--- src/rtl/w_regwrite_arbiter.sv ---
// Write-back arbiter for the single GRF write port: in-order W-stage writes take
// priority, late results drain from a small FIFO, and pending writes are reported for hazards.
module w_regwrite_arbiter #(
    parameter int DEPTH = 4,
    parameter int AW    = 2
) (
    input  logic          clk,
    input  logic          reset,
    input  logic          p_we,
    input  logic [4:0]    p_a3,
    input  logic [31:0]   p_wd,
    input  logic          s_valid,
    output logic          s_ready,
    input  logic [4:0]    s_a3,
    input  logic [31:0]   s_wd,
    output logic          W_RegWrite,
    output logic [4:0]    W_A3,
    output logic [31:0]   W_RegWriteData,
    input  logic [4:0]    q_a1,
    input  logic [4:0]    q_a2,
    output logic          q_pend1,
    output logic          q_pend2,
    output logic [AW:0]   fifo_count
);
    localparam logic [AW:0] FULL = (AW+1)'(DEPTH);

    logic [4:0]       a3_mem [DEPTH];
    logic [31:0]      wd_mem [DEPTH];
    // live = occupied and not superseded by a newer primary write
    logic [DEPTH-1:0] live;
    logic [DEPTH-1:0] kill_hit;
    logic [AW-1:0]    wr_ptr;
    logic [AW-1:0]    rd_ptr;
    logic             p_valid;
    logic             push;
    logic             pop;
    logic             head_live;

    assign s_ready   = !reset && (fifo_count < FULL);
    assign p_valid   = p_we && (p_a3 != '0);
    assign push      = s_valid && s_ready && (s_a3 != '0);
    assign pop       = !p_valid && (fifo_count != '0);
    assign head_live = live[rd_ptr];

    always_comb begin
        kill_hit = '0;
        for (int unsigned i = 0; i < DEPTH; i++) begin
            kill_hit[i] = p_valid && live[i] && (a3_mem[i] == p_a3);
        end
    end

    always_comb begin
        q_pend1 = 1'b0;
        q_pend2 = 1'b0;
        for (int unsigned i = 0; i < DEPTH; i++) begin
            if (live[i] && (a3_mem[i] == q_a1)) q_pend1 = 1'b1;
            if (live[i] && (a3_mem[i] == q_a2)) q_pend2 = 1'b1;
        end
        if (W_RegWrite && (W_A3 == q_a1)) q_pend1 = 1'b1;
        if (W_RegWrite && (W_A3 == q_a2)) q_pend2 = 1'b1;
        if (q_a1 == '0) q_pend1 = 1'b0;
        if (q_a2 == '0) q_pend2 = 1'b0;
    end

    always_ff @(posedge clk) begin
        if (push) begin
            a3_mem[wr_ptr] <= s_a3;
            wd_mem[wr_ptr] <= s_wd;
        end
    end

    always_ff @(posedge clk) begin
        if (reset) begin
            live           <= '0;
            wr_ptr         <= '0;
            rd_ptr         <= '0;
            fifo_count     <= '0;
            W_RegWrite     <= 1'b0;
            W_A3           <= '0;
            W_RegWriteData <= '0;
        end else begin
            // Push slot never equals pop slot (no push when full), so the per-bit
            // updates below cannot collide; a same-cycle primary to the same
            // register enqueues the entry already dead.
            live <= live & ~kill_hit;
            if (pop) begin
                live[rd_ptr] <= 1'b0;
                rd_ptr       <= rd_ptr + 1'b1;
            end
            if (push) begin
                live[wr_ptr] <= !(p_valid && (s_a3 == p_a3));
                wr_ptr       <= wr_ptr + 1'b1;
            end

            case ({push, pop})
                2'b10:   fifo_count <= fifo_count + 1'b1;
                2'b01:   fifo_count <= fifo_count - 1'b1;
                default: fifo_count <= fifo_count;
            endcase

            if (p_valid) begin
                W_RegWrite     <= 1'b1;
                W_A3           <= p_a3;
                W_RegWriteData <= p_wd;
            end else if (pop) begin
                W_RegWrite <= head_live;
                if (head_live) begin
                    W_A3           <= a3_mem[rd_ptr];
                    W_RegWriteData <= wd_mem[rd_ptr];
                end
            end else begin
                W_RegWrite <= 1'b0;
            end
        end
    end
endmodule

--- config.mk ---
export PLATFORM = sky130hd
export DESIGN_NAME = w_regwrite_arbiter
export DESIGN_NICKNAME = d
export VERILOG_FILES = /design/src/rtl/w_regwrite_arbiter.sv
export SDC_FILE = /design/constraint.sdc
export NUM_CORES = 1
export LEC_CHECK = 0
export CORE_MARGIN = 1
export CORE_UTILIZATION = 58
export CTS_CLUSTER_DIAMETER = 100
export CTS_CLUSTER_SIZE = 10
export DETAILED_ROUTE_END_ITERATION = 8
export HOLD_SLACK_MARGIN = 0.02
export PLACE_DENSITY_LB_ADDON = 0.08
export SLEW_MARGIN = 0
export SYNTH_ARGS = -nofsm -noshare
export SYNTH_HDL_FRONTEND = slang
export SYNTH_SLANG_ARGS = --single-unit
export TNS_END_PERCENT = 100
--- constraint.sdc ---
create_clock -name clk -period 6.5 [get_ports clk]
set_clock_uncertainty 0.2 [all_clocks]
set_input_delay 0.65 -clock clk [delete_from_list [all_inputs] [get_ports clk]]
set_output_delay 0.65 -clock clk [all_outputs]
set_load 0.03 [all_outputs]
==> results.cfg, run 1 <==
[sta]
fin_setup_tns_ps = 0
setup_viol_count_final = 0
fmax_ghz = 0.232
rsz0062_at_grt = false
relSlewSlack_pct = 25.9
final_hold_viol_count = 0
worstMarginPinSlew_ps = 1110
period_needed_ps = 4300
slew_violations = 0
fin_crit_sh_pct = 66.2

[clock_tree]
cts_resized = 0
clock_latency_ps = 430
ctsHoldBuffers = 0
cts_max_path_buffers = 2
cts_buffers = 17
cts_tree = yes
htree_levels = 4
cts.sinks = 199
clk_pin_slew_ps = 70
cts_root_buf = clkbuf_16
postCtsSetupBuffers = 0

[drt]
wl_um = 18200
drt_iter0_markers = 422
viasPerCell = 5.89
wl_per_cell_um = 20.8
dr.pass1.iters = 7
drc_errors = 18
ant_nets = 0
vias = 5157

[synth]
syn_avg_cell_area_um2 = 15.5
netlist.area_leader.share_pct = 50.7
synth_flop_cell = edfxtp_1
synth_seq_cells = 199
ys.warnings.count = 0
synth_top_area_cell = edfxtp_1
synth_nets = 662
syn_area_um2 = 8770
synth_seq_area_share_pct = 62.3
synth_edf_count = 148
yosysUniqueCellTypes = 40
synth_cells = 564
synth.area.top_cells = edfxtp_1, dfxtp_1, mux4_2
synth-async-reset-ratio_pct = 0

[finish]
seq_area_um2 = 5470
nets = 776
drive_gt1_share_pct = 15.1
multiInputGateArea_um2 = 3050
diodes = 0
final_common_cell = edfxtp_1
layout_common_cells = edfxtp_1, clkdlybuf4s50_1, dfxtp_1, nor2_1, xor2_1
synthToLayoutAreaGrowth_pct = 22.2
fill_cells = 930
postLayoutCellArea_um2 = 10700
fin_util_pct = 73.2

[place]
routabilityCongestion = 0.932
port_buffers = 131
hpwl_um = 11500
place_area_um2 = 10100

[worst_hold_path]
min-delay-path-class = reg2reg

[critical_path]
critPathLaunchType = input pin
crit_required_ps = 6640
cp_max_fo = 48
path_class = in2reg
arrival_ps = 4450
end_kind = flop

[die]
rows = 44
start_util_pct = 59.9
core_um2 = 14600
die_h_um = 125
die_area_um2 = 15600
num_io_pins = 132
die_w_um = 125

[status]
run_status = finished, violations left
violations = DRC

[power]
max-vdd-ir-drop_v = 0.000206
powerDensity_nw_per_um2 = 313
p_leak_nw = 3.61

[grt]
antenna_found_initial = 0
grt_pass1_wl_um = 29100
grt_overflow = 0
grt.total_usage_pct = 24.6
grt_max_degree = 69
first_global_vias = 5584

[flow_run]
drv_cap = 0
==> worst paths after layout <==
kind / startpoint / endpoint / slack, ps / depth (start not counted)
hold reg to reg: W_RegWriteData[6] / W_RegWriteData[6] / 310 / 2
hold / removal: W_RegWriteData[6] / W_RegWriteData[6] / 310 / 2
setup / recovery: p_a3[3] / fifo_count[2] / 2200 / 11
setup reg to reg: fifo_count[2] / wd_mem[2][15] / 3770 / 4
==> layout make-up <==
cell class,count,area share (%)
inverters,12,0.420
multi-input cells,312,28.4
clock buffers,19,4.13
flip-flops and latches,199,51.0
repair buffers,136,12.5
well taps,184,2.15
clock inverters,13,1.31
==> Yosys cell counts, types with 5 or more instances <==
cell type / instances
a211oi_2: 20
xnor2_1: 37
inv_1: 12
nor4_1: 11
ha_1: 9
mux2i_1: 40
buf_6: 7
a21oi_1: 5
edfxtp_1: 148
nor2_1: 47
buf_2: 8
a211oi_1: 15
mux4_2: 38
xor2_1: 42
clkbuf_1: 20
dfxtp_1: 51
nand2_1: 6
nand3_1: 9
==> layer usage <==
metal	part of all wire, %	global-route usage [%]	vias up
met3	5.4	5.39	39
met4	2.6	10.3	0
met1	41	29.6	2564
met5	0	0	-
li1	-	-	2370
met2	51	43.2	184
==> state kept, by name (all words and copies together) (netlist names), named ones only <==
name	count
fifo_count	3
W_RegWriteData	32
rd_ptr	2
a3_mem	20
wr_ptr	2
live	4
W_A3	5
wd_mem	128
W_RegWrite	1
==> stage by stage <==
stage | power (mW) | setup slack (ps) | hold slack (ps) | cells
4_1_cts | 3.38 | 2250 | 311 | 875
6_report | 3.36 | 2200 | 307 | 875
5_1_grt | 3.48 | 2040 | 335 | 875
3_5_place_dp | 2.35 | 1830 | 301 | 843
3_3_place_gp | 2.32 | 1950 | 287 | 843
2_1_floorplan | 2.09 | 3290 | 314 | 564
==> cells by family after synthesis <==
kind of cell | synth area share (%)
flops | 62.3
xor+xnor | 7.89
buf+inv | 3.07
mux | 14.3
fa+ha+maj | 1.51
compound gates | 6.24
simple gates | 4.64
==> critical path, cell delays in order <==
cell and delay, ps:
clkdlybuf4s50_1 630, or4_4 590, o21ai_4 120, buf_4 640, o31a_1 470, ha_1 250
inv_1 60, fa_1 370, xor2_1 170, or3_1 310, a21oi_1 160
==> power by group <==
group | internal [mW] | switching, mW | total, mW
logic | 0.385 | 0.399 | 0.784
registers | 1.46 | 0.0701 | 1.53
clock network | 0.582 | 0.462 | 1.04
total | 2.42 | 0.931 | 3.36
(Power assumes the default switching activity.)
==> run 2: changes to the inputs <==
--- a/config.mk
+++ b/config.mk
@@ -6,7 +6,7 @@
 export NUM_CORES = 1
 export LEC_CHECK = 0
 export CORE_MARGIN = 1
-export CORE_UTILIZATION = 58
+export CORE_UTILIZATION = 49
 export CTS_CLUSTER_DIAMETER = 100
 export CTS_CLUSTER_SIZE = 10
 export DETAILED_ROUTE_END_ITERATION = 8
==> constraint.sdc (replaced) <==
create_clock -name clk -period 3.75 [get_ports clk]
set_clock_uncertainty 0.2 [all_clocks]
set_input_delay 0.375 -clock clk [delete_from_list [all_inputs] [get_ports clk]]
set_output_delay 0.375 -clock clk [all_outputs]
set_load 0.03 [all_outputs]
==> run 2 against run 1 <==
The flow now finishes without violations; core utilization fell by 10 points; largest cell class unchanged; sequential share of layout area fell by 1.1 points; highest routed layer unchanged; clock power rose by 78%; final cell count rose by 6.3%; die area rose by 18%; critical endpoint is now q_pend1.
==> results.cfg, run 2 (synthesis results as in run 1) <==
[sta]
relSlewSlack_pct = 33.8
fin_setup_tns_ps = 0
setup_slack_ps = 485
rsz0062_at_grt = false
hold-worst-slack_ps = 304
worstMarginPinSlew_ps = 993
setup_viol_count_final = 0
period_needed_ps = 3260
fmax_ghz = 0.306
fin_crit_sh_pct = 87.1
slew_violations = 0
final_hold_viol_count = 0

[grt]
grt_pass1_wl_um = 30700
first_global_vias = 5457
grt_max_degree = 52
antenna_found_initial = 0
grt_overflow = 0
grt.total_usage_pct = 22.9

[clock_tree]
cts_max_path_buffers = 2
cts_tree = yes
cts.sinks = 199
postCtsSetupBuffers = 0
clock_latency_ps = 430
ctsHoldBuffers = 0
cts_resized = 0
cts_buffers = 17
cts_root_buf = clkbuf_16
htree_levels = 4
clk_pin_slew_ps = 80

[status]
run_status = finished, final reports clean

[power]
comb_power_share_pct = 23.5
power.clock.fraction_pct = 31.3
pwr-share-seq_pct = 45.1
swShare_pct = 29.0
p_leak_nw = 3.71
total_power_mw = 5.92
max-vdd-ir-drop_v = 0.000384
netSwitchingPower_mw = 1.72
power.internal_mw = 4.21
powerDensity_nw_per_um2 = 540

[finish]
fill_cells = 1273
synthToLayoutAreaGrowth_pct = 25.0
layout_common_cells = edfxtp_1, clkdlybuf4s50_1, dfxtp_1, nor2_1, xor2_1
largest_reg_flops = 128
fin_util_pct = 63.1
postLayoutCellArea_um2 = 11000
top_regs = wd_mem (128), W_RegWriteData (32), a3_mem (20)
instances_no_fill = 930
nets = 790
final_common_cell = edfxtp_1
seq_area_um2 = 5470
diodes = 0
drive_gt1_share_pct = 17.0
registers.top_by_ff_count = wd_mem
multiInputGateArea_um2 = 3050

[critical_path]
reg2reg_to = a3_mem[0][1]
path_class = reg2out
reg2regPathDepth = 6
crit_required_ps = 3170
arrival_ps = 2690
critPathLaunchType = flop
ff2ff_setup_slack_ps = 1420
rr_startpoint = fifo_count[2]
end_kind = output port
cp_max_fo = 4

[place]
routabilityCongestion = 0.885
place_area_um2 = 10300
dp.cells = 898
place_ws_ps = 409
hpwl_um = 13400
port_buffers = 131

[drt]
dr.pass1.iters = 4
drt_iter0_markers = 299
ant_nets = 0
vias = 5222
viasPerCell = 5.62
drc_errors = 0
wl_um = 20000
wl_per_cell_um = 21.5

[die]
die_area_um2 = 18400
die_w_um = 136
die_h_um = 136
start_util_pct = 50.5
num_io_pins = 132
rows = 48
core_um2 = 17400

[worst_hold_path]
worstHoldEndpoint = W_RegWriteData[13]
min-delay-path-class = reg2reg
min_from = W_RegWriteData[13]
min_path_cells = 2

[flow_run]
drv_cap = 0
==> run 2: cell type report <==
cell class	count	share of cell area [%]
clock buffers	18	4.01
clock inverters	14	1.64
inverters	12	0.411
flip-flops and latches	199	49.9
well taps	225	2.57
multi-input cells	312	27.8
repair buffers	150	13.7
==> run 2: worst max-delay path by stage <==
| stage | to | start |
|---|---|---|
| CTS | q_pend1 | a3_mem[1][3] |
| finish | q_pend1 | a3_mem[1][3] |
| detailed placement | W_RegWriteData[6] | p_a3[4] |
| floorplan | a3_mem[0][0] | fifo_count[2] |
| global placement | q_pend1 | q_a1[3] |
| global route | q_pend1 | q_a1[2] |
==> run 2: routing by layer <==
layer / wire (µm) / vias to the layer above / global-route usage (%)
li1: - / 2396 / -
met1: 8590 / 2644 / 29.6
met2: 10200 / 157 / 38.8
met3: 946 / 25 / 4.79
met4: 303 / 0 / 6.62
met5: 0 / - / 0
==> run 2: critical path, cell delays in order (launching register included) <==
cell and delay, ps:
edfxtp_1 530, xor2_1 210, nor4_1 360, nand3_1 110, o311ai_0 140, o22a_1 240, clkdlybuf4s50_1 670
==> run 2: power by group through the flow <==
stage | Clock [mW] | Combinational (mW) | Sequential (mW)
floorplan | 0 | 0.836 | 2.79
global route | 1.98 | 1.50 | 2.69
detailed placement | 0 | 1.41 | 2.72
CTS | 1.90 | 1.42 | 2.68
finish | 1.85 | 1.39 | 2.67
global placement | 0 | 1.39 | 2.71
